## src/rtl/vrf_pkg.sv

```systemverilog
// Shared types and constants for the vector register file read scheduler.
//
// The type widths describe the default configuration. The scheduler's
// parameters default to these values, and the per-port route record uses
// these types directly.
package vrf_pkg;

    localparam int VRF_PORT_NUM       = 5;
    localparam int VRF_BANK_NUM       = 4;
    localparam int VRF_BANK_READ_PORT = 2;
    localparam int VRF_ADDR_WIDTH     = 6;
    localparam int VRF_DATA_WIDTH     = 128;
    localparam int VRF_BANK_SEL_WIDTH = $clog2(VRF_BANK_NUM);
    localparam int VRF_ROW_WIDTH      = VRF_ADDR_WIDTH - VRF_BANK_SEL_WIDTH;
    // A single-port bank still needs a 1-bit slot id so the route record stays legal.
    localparam int VRF_SLOT_ID_WIDTH  = (VRF_BANK_READ_PORT > 1) ? $clog2(VRF_BANK_READ_PORT) : 1;

    // Arbitration modes
    localparam int ARB_FIXED = 0;
    localparam int ARB_RR    = 1;

    typedef logic [VRF_ADDR_WIDTH-1:0]     vreg_addr_t;
    typedef logic [VRF_ROW_WIDTH-1:0]      row_t;
    typedef logic [VRF_BANK_SEL_WIDTH-1:0] bank_id_t;
    typedef logic [VRF_SLOT_ID_WIDTH-1:0]  slot_id_t;

    // Where a granted request's data will come from once the bank answers.
    typedef struct packed {
        logic     valid;
        bank_id_t bank;
        slot_id_t slot;
    } route_t;

endpackage

```

## src/rtl/vrf_bank_slot_alloc.sv

```systemverilog
// Per-bank slot allocator (purely combinational).
//
// Scans the requesting ports in rotating order starting at ptr (or at port 0
// in fixed mode). A port whose row already occupies a slot rides along on that
// slot; otherwise it takes the next free slot, lowest index first. Ports that
// find neither are not granted.
//
// Ports:
//   hit      in   ports with a valid request addressed to this bank
//   row      in   row index of every port's request
//   ptr      in   current scan start (round-robin pointer)
//   grant    out  per-port grant
//   slot_id  out  per-port slot the granted request is served from
//   slot_en  out  slot allocated this cycle
//   slot_row out  row read through each allocated slot (0 when unallocated)
//   ptr_next out  scan start for the next cycle (equals ptr if nothing granted)
module vrf_bank_slot_alloc
    import vrf_pkg::*;
#(
    parameter int PORT_NUM       = VRF_PORT_NUM,
    parameter int BANK_READ_PORT = VRF_BANK_READ_PORT,
    parameter int ROW_WIDTH      = VRF_ROW_WIDTH,
    parameter int SLOT_ID_WIDTH  = VRF_SLOT_ID_WIDTH,
    parameter int PTR_WIDTH      = 3,
    parameter int ARB_MODE       = ARB_RR
) (
    input  logic [PORT_NUM-1:0]                      hit,
    input  logic [PORT_NUM-1:0][ROW_WIDTH-1:0]       row,
    input  logic [PTR_WIDTH-1:0]                     ptr,
    output logic [PORT_NUM-1:0]                      grant,
    output logic [PORT_NUM-1:0][SLOT_ID_WIDTH-1:0]   slot_id,
    output logic [BANK_READ_PORT-1:0]                slot_en,
    output logic [BANK_READ_PORT-1:0][ROW_WIDTH-1:0] slot_row,
    output logic [PTR_WIDTH-1:0]                     ptr_next
);

    always_comb begin
        int   start;
        int   p;
        int   used;
        logic merged;

        grant    = '0;
        slot_id  = '0;
        slot_en  = '0;
        slot_row = '0;
        ptr_next = ptr;
        used     = 0;
        merged   = 1'b0;
        p        = 0;
        start    = (ARB_MODE == ARB_FIXED) ? 0 : int'(ptr);

        for (int k = 0; k < PORT_NUM; k++) begin
            // Wrap the scan index back into the port range.
            p = start + k;
            if (p >= PORT_NUM) begin
                p = p - PORT_NUM;
            end

            if (hit[p]) begin
                merged = 1'b0;
                for (int s = 0; s < BANK_READ_PORT; s++) begin
                    if (!merged && slot_en[s] && (slot_row[s] == row[p])) begin
                        merged     = 1'b1;
                        grant[p]   = 1'b1;
                        slot_id[p] = SLOT_ID_WIDTH'(s);
                    end
                end

                if (!merged && (used < BANK_READ_PORT)) begin
                    slot_en[used]  = 1'b1;
                    slot_row[used] = row[p];
                    grant[p]       = 1'b1;
                    slot_id[p]     = SLOT_ID_WIDTH'(used);
                    used           = used + 1;
                end

                // The last granted port in scan order decides where the next scan starts.
                if (grant[p]) begin
                    ptr_next = (p == PORT_NUM - 1) ? '0 : PTR_WIDTH'(p + 1);
                end
            end
        end
    end

endmodule

```

## src/rtl/vrf_bank_read_scheduler.sv

```systemverilog
// Banked vector register file read scheduler.
//
// Arbitrates PORT_NUM read requests across BANK_NUM banks that each have
// BANK_READ_PORT read ports. Requests to the same row of a bank share one bank
// port. Accepted requests see their data on rsp_data exactly three cycles
// after the handshake, and a new request may issue every cycle.
//
// Ports:
//   clk, rst_n    clock, asynchronous active-low reset
//   req_valid     per-port read request
//   req_addr      per-port vreg address (low bits select the bank)
//   req_ready     per-port grant this cycle (combinational)
//   bank_rd_en    registered bank read enable per bank slot
//   bank_rd_row   registered row index per bank slot
//   bank_rd_data  bank read data, valid the cycle after bank_rd_en
//   rsp_valid     per-port response valid
//   rsp_data      per-port response data (holds when no response)
module vrf_bank_read_scheduler
    import vrf_pkg::*;
#(
    parameter int PORT_NUM       = VRF_PORT_NUM,
    parameter int BANK_NUM       = VRF_BANK_NUM,
    parameter int BANK_READ_PORT = VRF_BANK_READ_PORT,
    parameter int ADDR_WIDTH     = VRF_ADDR_WIDTH,
    parameter int BANK_SEL_WIDTH = $clog2(BANK_NUM),
    parameter int ROW_WIDTH      = ADDR_WIDTH - BANK_SEL_WIDTH,
    parameter int DATA_WIDTH     = VRF_DATA_WIDTH,
    parameter int ARB_MODE       = ARB_RR
) (
    input  logic                                                      clk,
    input  logic                                                      rst_n,
    input  logic [PORT_NUM-1:0]                                       req_valid,
    input  logic [PORT_NUM-1:0][ADDR_WIDTH-1:0]                       req_addr,
    output logic [PORT_NUM-1:0]                                       req_ready,
    output logic [BANK_NUM-1:0][BANK_READ_PORT-1:0]                   bank_rd_en,
    output logic [BANK_NUM-1:0][BANK_READ_PORT-1:0][ROW_WIDTH-1:0]    bank_rd_row,
    input  logic [BANK_NUM-1:0][BANK_READ_PORT-1:0][DATA_WIDTH-1:0]   bank_rd_data,
    output logic [PORT_NUM-1:0]                                       rsp_valid,
    output logic [PORT_NUM-1:0][DATA_WIDTH-1:0]                       rsp_data
);

    localparam int PTR_WIDTH     = (PORT_NUM > 1) ? $clog2(PORT_NUM) : 1;
    localparam int SLOT_ID_WIDTH = VRF_SLOT_ID_WIDTH;

    logic [PORT_NUM-1:0][BANK_SEL_WIDTH-1:0]                port_bank;
    logic [PORT_NUM-1:0][ROW_WIDTH-1:0]                     port_row;
    logic [BANK_NUM-1:0][PORT_NUM-1:0]                      bank_hit;
    logic [BANK_NUM-1:0][PORT_NUM-1:0]                      bank_grant;
    logic [BANK_NUM-1:0][PORT_NUM-1:0][SLOT_ID_WIDTH-1:0]   bank_slot_id;
    logic [BANK_NUM-1:0][BANK_READ_PORT-1:0]                slot_en;
    logic [BANK_NUM-1:0][BANK_READ_PORT-1:0][ROW_WIDTH-1:0] slot_row;
    logic [BANK_NUM-1:0][PTR_WIDTH-1:0]                     ptr_reg;
    logic [BANK_NUM-1:0][PTR_WIDTH-1:0]                     ptr_next;

    // Route of each port: s0 is this cycle's grant, s1 travels with the bank
    // read enable, s2 lines up with bank_rd_data.
    route_t [PORT_NUM-1:0] route_s0;
    route_t [PORT_NUM-1:0] route_s1;
    route_t [PORT_NUM-1:0] route_s2;

    genvar gi, gj;

    generate
        for (gi = 0; gi < PORT_NUM; gi++) begin : g_addr_split
            assign port_bank[gi] = req_addr[gi][BANK_SEL_WIDTH-1:0];
            assign port_row[gi]  = req_addr[gi][ADDR_WIDTH-1:BANK_SEL_WIDTH];
        end

        for (gi = 0; gi < BANK_NUM; gi++) begin : g_bank
            // Only valid requests addressed to this bank enter its arbitration,
            // so other banks' requesters never affect this bank's grants.
            for (gj = 0; gj < PORT_NUM; gj++) begin : g_hit
                assign bank_hit[gi][gj] = req_valid[gj] &&
                                          (port_bank[gj] == BANK_SEL_WIDTH'(gi));
            end

            vrf_bank_slot_alloc #(
                .PORT_NUM       (PORT_NUM),
                .BANK_READ_PORT (BANK_READ_PORT),
                .ROW_WIDTH      (ROW_WIDTH),
                .SLOT_ID_WIDTH  (SLOT_ID_WIDTH),
                .PTR_WIDTH      (PTR_WIDTH),
                .ARB_MODE       (ARB_MODE)
            ) u_alloc (
                .hit      (bank_hit[gi]),
                .row      (port_row),
                .ptr      (ptr_reg[gi]),
                .grant    (bank_grant[gi]),
                .slot_id  (bank_slot_id[gi]),
                .slot_en  (slot_en[gi]),
                .slot_row (slot_row[gi]),
                .ptr_next (ptr_next[gi])
            );

            // Fixed-priority mode never moves the pointer away from port 0.
            always_ff @(posedge clk or negedge rst_n) begin
                if (!rst_n) begin
                    ptr_reg[gi] <= '0;
                end else if (ARB_MODE == ARB_RR) begin
                    ptr_reg[gi] <= ptr_next[gi];
                end
            end

            // Slot read enables; an idle slot keeps its last row.
            for (gj = 0; gj < BANK_READ_PORT; gj++) begin : g_slot_reg
                always_ff @(posedge clk or negedge rst_n) begin
                    if (!rst_n) begin
                        bank_rd_en[gi][gj]  <= 1'b0;
                        bank_rd_row[gi][gj] <= '0;
                    end else begin
                        bank_rd_en[gi][gj] <= slot_en[gi][gj];
                        if (slot_en[gi][gj]) begin
                            bank_rd_row[gi][gj] <= slot_row[gi][gj];
                        end
                    end
                end
            end
        end
    endgenerate

    // A port hits at most one bank, so OR-ing across banks picks its grant.
    always_comb begin
        route_s0  = '0;
        req_ready = '0;
        for (int p = 0; p < PORT_NUM; p++) begin
            route_s0[p].bank = port_bank[p];
            for (int b = 0; b < BANK_NUM; b++) begin
                if (bank_grant[b][p]) begin
                    req_ready[p]      = 1'b1;
                    route_s0[p].valid = 1'b1;
                    route_s0[p].slot  = bank_slot_id[b][p];
                end
            end
        end
    end

    generate
        for (gi = 0; gi < PORT_NUM; gi++) begin : g_rsp
            always_ff @(posedge clk or negedge rst_n) begin
                if (!rst_n) begin
                    route_s1[gi]  <= '0;
                    route_s2[gi]  <= '0;
                    rsp_valid[gi] <= 1'b0;
                    rsp_data[gi]  <= '0;
                end else begin
                    route_s1[gi]  <= route_s0[gi];
                    route_s2[gi]  <= route_s1[gi];
                    rsp_valid[gi] <= route_s2[gi].valid;
                    if (route_s2[gi].valid) begin
                        rsp_data[gi] <= bank_rd_data[route_s2[gi].bank][route_s2[gi].slot];
                    end
                end
            end
        end
    endgenerate

endmodule
```

## config.mk

```make
export PLATFORM = sky130hd
export DESIGN_NAME = vrf_bank_read_scheduler
export DESIGN_NICKNAME = d
export VERILOG_FILES = /design/src/rtl/vrf_pkg.sv /design/src/rtl/vrf_bank_slot_alloc.sv /design/src/rtl/vrf_bank_read_scheduler.sv
export SDC_FILE = /design/constraint.sdc
export NUM_CORES = 2
export LEC_CHECK = 0
export CORE_AREA = 8 8 676 678
export DETAILED_ROUTE_END_ITERATION = 8
export DIE_AREA = 0 0 684 686
export GPL_ROUTABILITY_DRIVEN = 0
export GPL_TIMING_DRIVEN = 1
export PLACE_DENSITY = 0.43
export SYNTH_ARGS = -nofsm -noshare
export SYNTH_HDL_FRONTEND = slang
export SYNTH_SLANG_ARGS = --single-unit
```

## constraint.sdc

```tcl
create_clock -name clk -period 23.4 [get_ports clk]
set_clock_uncertainty 0.15 [all_clocks]
set_input_delay 5.85 -clock clk [delete_from_list [all_inputs] [get_ports clk]]
set_output_delay 5.85 -clock clk [all_outputs]
set_load 0.005 [all_outputs]
```

==> insert_results.sql <==
INSERT INTO impl_metrics (metric_group, metric, value, unit) VALUES
('critical_path', 'worst_r2r_path_depth', '24', ''),
('critical_path', 'critical_path_peak_fanout', '23', ''),
('clocking', 'cts_buffer_count', '112', ''),
('sta', 'timing.hold.ws', '0.196', 'ns'),
('clocking', 'insertion_delay', '0.87', 'ns'),
('clocking', 'cts_post_setup_buffers_inserted', '0', ''),
('sta', 'slew_headroom', '4.13', '%'),
('drt', 'antenna_violating_nets_post_route', '0', ''),
('yosys', 'yosys.cell_count.top_type', 'sky130_fd_sc_hd__mux4_2', ''),
('yosys', 'synth.yosys.seq_area_share', '22.8', '%'),
('cells_and_area', 'final_net_count', '9997', ''),
('floorplan', 'io_pins', '1751', ''),
('clocking', 'clock_tree_from_tritoncts', 'yes', ''),
('drt', 'routedWlPerCell', '37.9', 'um'),
('yosys', 'synth_top_flop_cell', 'sky130_fd_sc_hd__dfrtp_1', ''),
('global_route', 'grt_antenna_before_repair', '241', ''),
('critical_path', 'cp-end-kind', 'output port', ''),
('yosys', 'yosys_warnings', '0', ''),
('sta', 'final.min_clock_period', '19.14', 'ns'),
('yosys', 'netlist_area', '81000', 'um2'),
('cells_and_area', 'fin_area', '109000', 'um2'),
('clocking', 'cts-root-buf', 'sky130_fd_sc_hd__clkbuf_16', ''),
('drt', 'routed_vias_inst', '5.47', ''),
('sta', 'rsz0062_at_grt', 'no', ''),
('floorplan', 'die_width', '684', 'um'),
('drt', 'finalWirelength', '569', 'mm'),
('sta', 'finalHoldViolations', '0', ''),
('power', 'power_leakage', '0.0373', 'uW'),
('place', 'dpl.hpwl', '440', 'mm'),
('clocking', 'clock_sink_count', '737', ''),
('yosys', 'synthDistinctLibCells', '131', ''),
('drt', 'dr_total_vias', '82000', ''),
('global_route', 'grt_pass1_wl', '754', 'mm'),
('global_route', 'vias_in_the_first_global_route', '79400', ''),
('yosys', 'synth_async_sr_flop_share', '100', '%'),
('clocking', 'cts-root-to-sink-buffers', '4', ''),
('sta', 'max_clock_freq', '52.2', 'MHz'),
('sta', 'tightest_slew', '1.43', 'ns'),
('cells_and_area', 'largest_register_ff_count', '640', ''),
('floorplan', 'fp.dieH', '686', 'um'),
('yosys', 'ys_seq_elements', '737', ''),
('yosys', 'synth_top_cells_by_area', 'sky130_fd_sc_hd__mux4_2 (36%), sky130_fd_sc_hd__dfrtp_1 (23%), sky130_fd_sc_hd__mux2i_1 (9.0%)', ''),
('floorplan', 'die_area', '469000', 'um2'),
('yosys', 'synthCells', '7474', ''),
('sta', 'finalCritPeriodShare', '81.8', '%'),
('critical_path', 'worst-endpoint-arrival', '13.14', 'ns'),
('sta', 'finalSetupViolations', '0', ''),
('place', 'io_buffers', '1750', ''),
('yosys', 'synthDominantAreaCellType', 'sky130_fd_sc_hd__mux4_2', ''),
('place', 'placed_cell_area', '105000', 'um2'),
('yosys', 'mappedNetlistNets', '8654', ''),
('critical_path', 'setup.worst_path.class', 'input port to output port', ''),
('clocking', 'cts_hold_buffers', '0', ''),
('sta', 'fin_setup_tns', '0', 'ns'),
('clocking', 'post_cts_resized', '0', ''),
('floorplan', 'initial_core_util', '18.1', '%'),
('global_route', 'global_route_usage_sum', '23.0', '%'),
('yosys', 'synth_edf_count', '0', ''),
('critical_path', 'worst_ep_required_time', '17.40', 'ns'),
('drt', 'drt_drc_violations_left', '0', ''),
('floorplan', 'std_cell_rows', '246', ''),
('status', 'status', 'finished clean', ''),
('drt', 'drt_first_pass_iters', '9', ''),
('yosys', 'synth_area_per_cell', '10.8', 'um2'),
('critical_path', 'worst-r2r-setup-slack', '14.04', 'ns'),
('job', 'max-cap-violations', '0', ''),
('critical_path', 'timing.critical_path.to', 'req_ready[4]', ''),
('floorplan', 'placeableCoreArea', '447000', 'um2'),
('cells_and_area', 'fraction_of_final_layout_cells_with_drive_strength_greater_than_1', '21.0', '%'),
('critical_path', 'startpoint_of_the_most_critical_setup_path', 'req_addr[7]', ''),
('yosys', 'synth_common_cells', 'sky130_fd_sc_hd__mux4_2 (1285), sky130_fd_sc_hd__a21oi_1 (884), sky130_fd_sc_hd__nor2_1 (876)', '');
placed cells by master, fill, tap and decap left out, types with 66 or more instances in the layout:
master and instances:
sky130_fd_sc_hd__a211oi_1 66, sky130_fd_sc_hd__a21oi_1 884, sky130_fd_sc_hd__buf_4 172, sky130_fd_sc_hd__clkbuf_16 112, sky130_fd_sc_hd__clkdlybuf4s50_1 1740, sky130_fd_sc_hd__dfrtp_1 716
sky130_fd_sc_hd__diode_2 140, sky130_fd_sc_hd__ha_1 115, sky130_fd_sc_hd__inv_1 104, sky130_fd_sc_hd__mux2i_1 730, sky130_fd_sc_hd__mux4_2 1285, sky130_fd_sc_hd__nand2_1 334
sky130_fd_sc_hd__nand2b_1 74, sky130_fd_sc_hd__nand3_1 123, sky130_fd_sc_hd__nor2_1 876, sky130_fd_sc_hd__nor3_1 90, sky130_fd_sc_hd__o21ai_0 179, sky130_fd_sc_hd__xnor2_1 80
critical path, stage by stage:
cell,delay [ns]
sky130_fd_sc_hd__clkdlybuf4s50_1,0.77
sky130_fd_sc_hd__nand3_1,0.35
sky130_fd_sc_hd__a221oi_1,0.44
sky130_fd_sc_hd__o21a_1,0.75
sky130_fd_sc_hd__nand3_1,0.44
sky130_fd_sc_hd__xnor2_1,0.44
sky130_fd_sc_hd__a41oi_1,0.39
sky130_fd_sc_hd__a21oi_1,0.84
sky130_fd_sc_hd__inv_1,0.18
sky130_fd_sc_hd__ha_1,0.35
sky130_fd_sc_hd__o21a_1,0.11
sky130_fd_sc_hd__nor2_1,0.07
sky130_fd_sc_hd__a211oi_2,0.50
sky130_fd_sc_hd__or2_2,0.24
sky130_fd_sc_hd__nand4_1,0.11
sky130_fd_sc_hd__or3_1,0.41
sky130_fd_sc_hd__a221o_1,0.39
sky130_fd_sc_hd__clkdlybuf4s50_1,0.49
layout make-up:
type	count	area, um2
Antenna cell	140	350
Multi-Input combinational cell	5906	59200
Timing Repair Buffer	1934	19000
Fill cell	47500	338000
Clock buffer	149	3150
Clock inverter	55	767
Inverter	126	475
Tap cell	5952	7450
Sequential cell	737	18500
metal layers:
layer	global-route usage (%)	up-vias	part of all wire, %
met5	0.313	-	0.14
met4	14.4	90	7.4
met3	7.94	1305	10
met2	36.6	5593	46
met1	26.6	42300	36
li1	-	32700	-
power by group:
group	internal, uW	switching (uW)
Clock	1110	785
Combinational	5100	8890
Sequential	1930	690
how the worst min path moves through the flow:
stage                  from            to  depth (start not counted)  slack (ns)
2_1_floorplan   route_s1[0]   route_s2[0]                          0        0.18
3_3_place_gp   route_s1[10]  route_s2[10]                          0        0.18
3_5_place_dp   route_s1[13]  route_s2[13]                          0        0.18
4_1_cts        route_s1[13]  route_s2[13]                          0        0.20
5_1_grt        route_s1[17]  route_s2[17]                          0        0.21
6_report        route_s1[3]   route_s2[3]                          0        0.20
per-stage QoR:
stage	cells	worst slack (ns)	util [%]	power, uW
finish	15000	4.26	24.4	18500
floorplan	7474	7.39	-	10500
detailed placement	14700	4.55	23.4	16200
CTS	14900	4.53	24.3	18300
global route	15000	3.97	24.4	19500
global placement	14700	4.59	23.4	16200
kinds of logic after synthesis:
logic type                 synth area share [%]
AOI/OAI and AO/OA                          14.3
and+or+nand+nor                            10.2
DFF                                        22.8
xor gates and xnor gates                   1.38
buffers and inverters                      4.12
other                                   0.00463
muxes                                      45.3
adders and majority gates                  1.88
No activity file was read; power rests on OpenSTA's default activity.
